File: src/rtl/enemy_missile_spawner.sv
// Enemy missile spawner: paces launches on frame ticks, builds column and
// target from the random bit stream, tracks slots, hands off via valid/ready.
module enemy_missile_spawner #(
  parameter int N_SLOTS      = 4,
  parameter int SLOT_W       = 2,
  parameter int X_WIDTH      = 8,
  parameter int X_MAX        = 160,
  parameter int SPAWN_FRAMES = 60
) (
  input  logic               clk,
  input  logic               rst_n,
  input  logic               rand_bit,
  input  logic               frame_tick,
  input  logic               game_en,
  input  logic [N_SLOTS-1:0] missile_done,
  output logic               launch_valid,
  input  logic               launch_ready,
  output logic [SLOT_W-1:0]  launch_slot,
  output logic [X_WIDTH-1:0] launch_x,
  output logic [1:0]         launch_target,
  output logic [N_SLOTS-1:0] slot_active,
  output logic [SLOT_W:0]    active_count
);

  localparam int ACC_W = X_WIDTH + 2;
  localparam int CNT_W =
    (SPAWN_FRAMES > 1) ? $clog2(SPAWN_FRAMES) : 1;
  localparam int BIT_W = $clog2(ACC_W + 1);

  localparam logic [CNT_W-1:0] FRAME_LAST =
    CNT_W'(SPAWN_FRAMES - 1);
  localparam logic [BIT_W-1:0] BIT_LAST = BIT_W'(ACC_W);
  localparam logic [X_WIDTH-1:0] XMAX_V = X_WIDTH'(X_MAX);

  typedef enum logic [1:0] {
    IDLE,
    COLLECT,
    WAIT_SLOT,
    LAUNCH
  } state_t;

  state_t state, state_n;

  logic [CNT_W-1:0]   frame_cnt;
  logic [BIT_W-1:0]   bit_cnt;
  logic [ACC_W-1:0]   acc;
  logic [N_SLOTS-1:0] free;
  logic [N_SLOTS-1:0] slot_n;
  logic               free_any;
  logic [SLOT_W-1:0]  free_idx;
  logic [X_WIDTH-1:0] raw;
  logic [X_WIDTH-1:0] x_map;
  logic [SLOT_W:0]    count_n;
  logic               collect_done;
  logic               frame_wrap;
  logic               fire;

  assign collect_done = (state == COLLECT) && (bit_cnt == BIT_LAST);
  assign frame_wrap   = frame_tick && (frame_cnt == FRAME_LAST);
  assign launch_valid = (state == LAUNCH);
  assign fire         = launch_valid && launch_ready && game_en;

  // Fold the out-of-range upper columns back into 0..X_MAX-1
  assign raw   = acc[ACC_W-1:2];
  assign x_map = (raw < XMAX_V) ? raw : raw - XMAX_V;

  // A slot retiring this cycle already counts as free
  always_comb begin
    free     = ~(slot_active & ~missile_done);
    free_any = |free;
    free_idx = '0;
    for (int i = N_SLOTS - 1; i >= 0; i--) begin
      if (free[i]) free_idx = SLOT_W'(i);
    end
  end

  always_comb begin
    slot_n = slot_active & ~missile_done;
    if (fire) slot_n[launch_slot] = 1'b1;
    count_n = '0;
    for (int i = 0; i < N_SLOTS; i++) begin
      count_n = count_n + (SLOT_W + 1)'(slot_n[i]);
    end
  end

  always_comb begin
    state_n = state;
    unique case (state)
      IDLE: begin
        if (frame_wrap) state_n = COLLECT;
      end
      COLLECT: begin
        if (collect_done) begin
          state_n = free_any ? LAUNCH : WAIT_SLOT;
        end
      end
      WAIT_SLOT: begin
        if (free_any) state_n = LAUNCH;
      end
      LAUNCH: begin
        if (launch_ready) state_n = IDLE;
      end
      default: state_n = IDLE;
    endcase
    if (!game_en) state_n = IDLE;
  end

  always_ff @(posedge clk) begin
    if (!rst_n) state <= IDLE;
    else        state <= state_n;
  end

  always_ff @(posedge clk) begin
    if (!rst_n) begin
      frame_cnt     <= '0;
      bit_cnt       <= '0;
      acc           <= '0;
      launch_slot   <= '0;
      launch_x      <= '0;
      launch_target <= '0;
      slot_active   <= '0;
      active_count  <= '0;
    end else begin
      slot_active  <= slot_n;
      active_count <= count_n;
      if (!game_en) begin
        frame_cnt <= '0;
      end else begin
        unique case (state)
          IDLE: begin
            if (frame_wrap) begin
              frame_cnt <= '0;
              bit_cnt   <= '0;
            end else if (frame_tick) begin
              frame_cnt <= frame_cnt + CNT_W'(1);
            end
          end
          COLLECT: begin
            if (!collect_done) begin
              acc     <= {acc[ACC_W-2:0], rand_bit};
              bit_cnt <= bit_cnt + BIT_W'(1);
            end else begin
              launch_x      <= x_map;
              launch_target <= acc[1:0];
            end
          end
          WAIT_SLOT: begin
          end
          LAUNCH: begin
            if (launch_ready) frame_cnt <= '0;
          end
          default: begin
          end
        endcase
        if (state != LAUNCH && state_n == LAUNCH) begin
          launch_slot <= free_idx;
        end
      end
    end
  end

endmodule
File: config.mk
export PLATFORM = sky130hd
export DESIGN_NAME = enemy_missile_spawner
export DESIGN_NICKNAME = d
export VERILOG_FILES = /design/src/rtl/enemy_missile_spawner.sv
export SDC_FILE = /design/constraint.sdc
export NUM_CORES = 1
export LEC_CHECK = 0
export CORE_MARGIN = 3
export CORE_UTILIZATION = 47
export CTS_CLUSTER_SIZE = 20
export DETAILED_ROUTE_END_ITERATION = 8
export PLACE_DENSITY = 0.74
export RECOVER_POWER = 25
export SYNTH_ARGS = -nofsm -noshare
export SYNTH_HDL_FRONTEND = slang
export SYNTH_SLANG_ARGS = --single-unit
File: constraint.sdc
create_clock -name clk -period 2.05 [get_ports clk]
set_input_delay 0.41 -clock clk [delete_from_list [all_inputs] [get_ports clk]]
set_output_delay 0.41 -clock clk [all_outputs]
set_load 0.005 [all_outputs]
## Yosys cells after proc, flatten, opt, wreduce, memory -nomap -nowiden

Cells that the tools add are included.
W data, S select, Z words.

- Add/sub/neg operators: 6
- Magnitude comparators: 3
- Equal/unequal tests: 11
- Mux-type cells: 22
- Bitwise gates (word level): 5
- Reductions and logical operators: 16

Operators with widths:

| kind | number |
|---|---|
| $mux W2 | 9 |
| $mux W6 | 3 |
| $mux W4 | 3 |
| $pmux W6 S2 | 1 |
| $reduce_and A3 Y1 | 3 |
| $lt A8 B8 Y1 const B | 1 |
| $mux W8 | 1 |
| $not A4 Y4 | 2 |
| $pmux W2 S4 | 1 |
| $pmux W4 S2 | 1 |
| $sub A8 B8 Y8 const B | 1 |
| $add A6 B1 Y6 const B | 1 |
| $eq A2 B2 Y1 const B | 3 |
| $eq A6 B6 Y1 const B | 1 |
| $logic_and A1 B1 Y1 | 6 |
| $ne A2 B2 Y1 const B | 3 |
| $add A4 B1 Y4 const B | 1 |
| $and A4 B4 Y4 | 1 |
| $eq A4 B4 Y1 const B | 1 |
| $or A4 B4 Y4 | 1 |
| $reduce_and A2 Y1 | 2 |
| $reduce_and A4 Y1 | 1 |
| $reduce_bool A2 Y1 | 2 |
| $reduce_or A4 Y1 | 1 |
| 12 further kinds | 13 |

- Bits in registers: 41
- Logic and storage cells: 72

## Logic depth before layout (Yosys ltp)

- Depth after elaboration: 11
- Gate-level depth with buffers: 8
- Depth with buffers taken out: 7

## Worst setup path after synthesis

OpenSTA, ideal clock, no wires.

- Path kind: reg-to-reg
- Start: register state[0]
- End: register active_count[1]
- Arrival time: 2154 ps
- Path slack: -219 ps
- Stages on the path, launching flop included: 9
- Clock period less this slack: 2269 ps
- Path through: dfxtp_1 -> buf_2 -> and3_1 -> nand2_1 -> o32ai_1 -> fa_1 -> ha_1 -> ha_1 -> and2_1

- Word-level cells in the longest chain between the ends: 7

Ends and longest elaborated chain:

| item | line | source |
|---|---|---|
| from (decl) | 42 | `state_t state, state_n;` |
| from (signal assigned) | 110 | `else state <= state_n;` |
| $eq A2 B2 Y1 | 60 | `assign launch_valid = (state == LAUNCH);` |
| $logic_and A1 B1 Y1 (2 in a row) | 61 | `assign fire = launch_valid && launch_ready && game_en;` |
| $mux W4 | 79 | `if (fire) slot_n[launch_slot] = 1'b1;` |
| via slot_n[0] | 48 | `logic [N_SLOTS-1:0] slot_n;` |
| $add A1 B1 Y2 | 82 | `count_n = count_n + (SLOT_W + 1)'(slot_n[i]);` |
| $add A2 B1 Y3 | 82 |  |
| $add A3 B1 Y3 | 82 |  |
| via count_n[1] | 53 | `logic [SLOT_W:0] count_n;` |
| to (signal assigned) | 125 | `active_count <= count_n;` |
| to (decl) | 22 | `output logic [SLOT_W:0] active_count` |

The timed path passes the listed nets, and every way through them passes these cells.
A chain may end at the register's enable or synchronous reset.

## Worst setup path in the final report

- Start: register state[1]
- End: register active_count[1]

The elaborated chain is that of the path after synthesis.

==> results.md <==
- Status: completed
- CP Launch Point: state[1]
- Yosys reg bits: 41
- Slew @ Worst Pin: 410 ps
- Dominant cells by area after synthesis: dfxtp_1 (44%), mux2i_1 (7.5%), nand2_1 (4.6%), nand3_1 (4.5%), ha_1 (4.0%)
- Clock transition at path regs: 70 ps
- Period utilisation layout: 0.988
- Post-synthesis sequential area ratio: 0.437
- Post-synthesis cell type count: 40
- Peak Freq: 494 MHz
- Initial DRT Pass Iterations: 7
- # diodes: 0
- Fillers: 353
- Peak supply drop: 0.498 mV
- Worst setup SP type: register
- Minimum clock period after layout: 2020 ps
- Layout cell share with drive strength beyond 1: 0.134
- Sink Count: 41
- Die W: 69.2 µm
- Post-synthesis net count: 222
- Predominant post-synthesis flop cell: dfxtp_1
- IO Count: 30
- Reg2reg start: state[1]
- Startpoint of the worst hold path: acc[0]
- Routed WL per cell: 13.3 µm
- Min-delay worst type: reg2reg
- Drc violations: 0
- RSZ-0062 raised after global routing: yes
- DR vias: 1607
- Clock skew: 3.68 ps
- EDFF count, synth: 0
- Avg Cell Area, Syn: 9.17 µm²
- Async set-reset flop share out of synthesis: 0
- Power per cell area: 569 nW/µm²
- Final setup violation count: 0
- Critical-path maximum fanout: 3
- Critical path class: reg2reg
- Clock root buffer: clkbuf_8
- HPWL after DPL: 2.69 mm
- GRT Util Overall: 0.172
- CORE AREA: 3740 µm²
- Clock tree buffer depth: 2
- Row cnt: 22
- CP Data Arrival Time: 2220 ps
- Die area: 4790 µm²
- Most frequent cell after synthesis: dfxtp_1
- Static Leak: 0.890 nW
- Post-route ant nets: 0
- Fin util: 0.655
- Placer congestion estimate: 0.798
- Starting Density: 0.502
- Grt total ovfl: 0
- Area Growth Syn to Fin: 30.6%
- TritonCTS buffer count: 5
- Worst Path Required: 2250 ps
- Initial antenna violation count: 0
- Die height: 69.2 µm
- DRT Wirelength: 3.90 mm
- Design area: 2450 µm²
- Synth top cells by count: dfxtp_1 (41), nand2_1 (23), nand3_1 (17)
- Routed vias/inst: 5.47
- Cell count after placement: 286
- Critical Path Sink Type: register
- Number of global-route vias before repair: 1510
- TritonCTS clock tree: done
- Synth warn: 0
- Detailed Route Iter0 Violations: 92
- Clock latency at the later pin of the worst-skew pair: 300 ps
- Slew HR: 0.723
- Final Max Slew Viols: 0
- Max cap viols: 0
- Post-Syn Area: 1880 µm²
- Largest net degree at the start of global routing: 25
- Port Buf Inserts: 29
- Yosys top cell area share: 0.437
- DP Area: 2300 µm²
- CTS H-tree depth: 2
- Cell taking the most area after synthesis: dfxtp_1
- Final Instance Count excl. Fillers: 294
- Global-route wire length before repair: 6.74 mm
- Final Hold Fails: 0
- Post-Syn Instances: 205
- NumNets Final: 263
-- state kept, by name, indices dropped and copies added, names as in the netlist --
signal,cells
bit_cnt,4
state,2
frame_cnt,6
launch_x,8
launch_slot,2
slot_active,4
active_count,3
acc,10
launch_target,2
-- metal layers --
metal / up-vias / GRT usage / share of wire
met5: - / 0 / 0
met3: 5 / 0.0725 / 0.054
met4: 0 / 0.0629 / 0.015
met1: 754 / 0.213 / 0.46
li1: 814 / - / -
met2: 34 / 0.267 / 0.47
-- cell type report --
class	instances	area, µm²	area share
repair buffers	42	385	0.157
well taps	48	60.1	0.0245
multi-input cells	147	1070	0.434
inverters	9	33.8	0.0138
clock buffers	7	86.3	0.0352
flip-flops and latches	41	822	0.335
-- critical path, cell delays in order (launching register included) --
cell	delay (ps)
dfxtp_1	330
and3_4	220
nand2_4	60
o32ai_4	280
fa_1	470
ha_2	210
ha_4	200
and2_4	140
-- worst paths after layout --
kind,slack [ps],end,cells after the start
max reg2reg,30,active_count[1],7
min reg2reg,480,acc[0],2
max,30,active_count[1],7
min,480,acc[0],2
-- power breakdown --
part	total (mW)	switching (mW)	internal [mW]
Sequential	0.798	0.00108	0.797
Clock	0.534	0.267	0.267
Combinational	0.0642	0.0315	0.0327
-- stage by stage --
stage / power [mW] / hold WS, ps / setup slack (ps) / setup TNS [ps]
floorplan: 0.844 / 456 / -43.7 / -43.7
global placement: 0.880 / 473 / -535 / -1340
detailed placement: 0.880 / 478 / -535 / -1350
CTS: 1.41 / 488 / 38.9 / 0
global route: 1.46 / 507 / -61.3 / -87.8
finish: 1.40 / 481 / 25.5 / 0
-- repair_timing --
item	in CTS	in global routing
hold buffers	0	0
setup buffers	1	0
pin swaps	5	3
endpoints found under the setup margin	3	2
resized for setup	9	3
-- layout by cell type, fill, tap and decap left out, types with 6 or more instances in the layout --
| master | synthesis | final |
|---|---|---|
| dfxtp_1 | 41 | 40 |
| inv_1 | 9 | 9 |
| a21boi_0 | 9 | 9 |
| nand2_1 | 23 | 22 |
| clkbuf_8 | 0 | 6 |
| and2_1 | 9 | 6 |
| a21oi_1 | 8 | 8 |
| nor2b_1 | 12 | 12 |
| mux2i_1 | 14 | 14 |
| nand3_1 | 17 | 16 |
| buf_4 | 0 | 13 |
| nor2_1 | 8 | 8 |
| clkdlybuf4s50_1 | 0 | 19 |
| dlygate4sd3_1 | 0 | 8 |
-- cells by family after synthesis --
family | synth area share
AND/OR/NAND/NOR | 0.246
multiplexers | 0.0806
AO/OA/AOI/OAI | 0.147
buffers and inverters | 0.0393
adder cells (fa/ha/maj) | 0.0506
flip-flops | 0.437
Note: power is estimated with default switching activity, not from simulation.
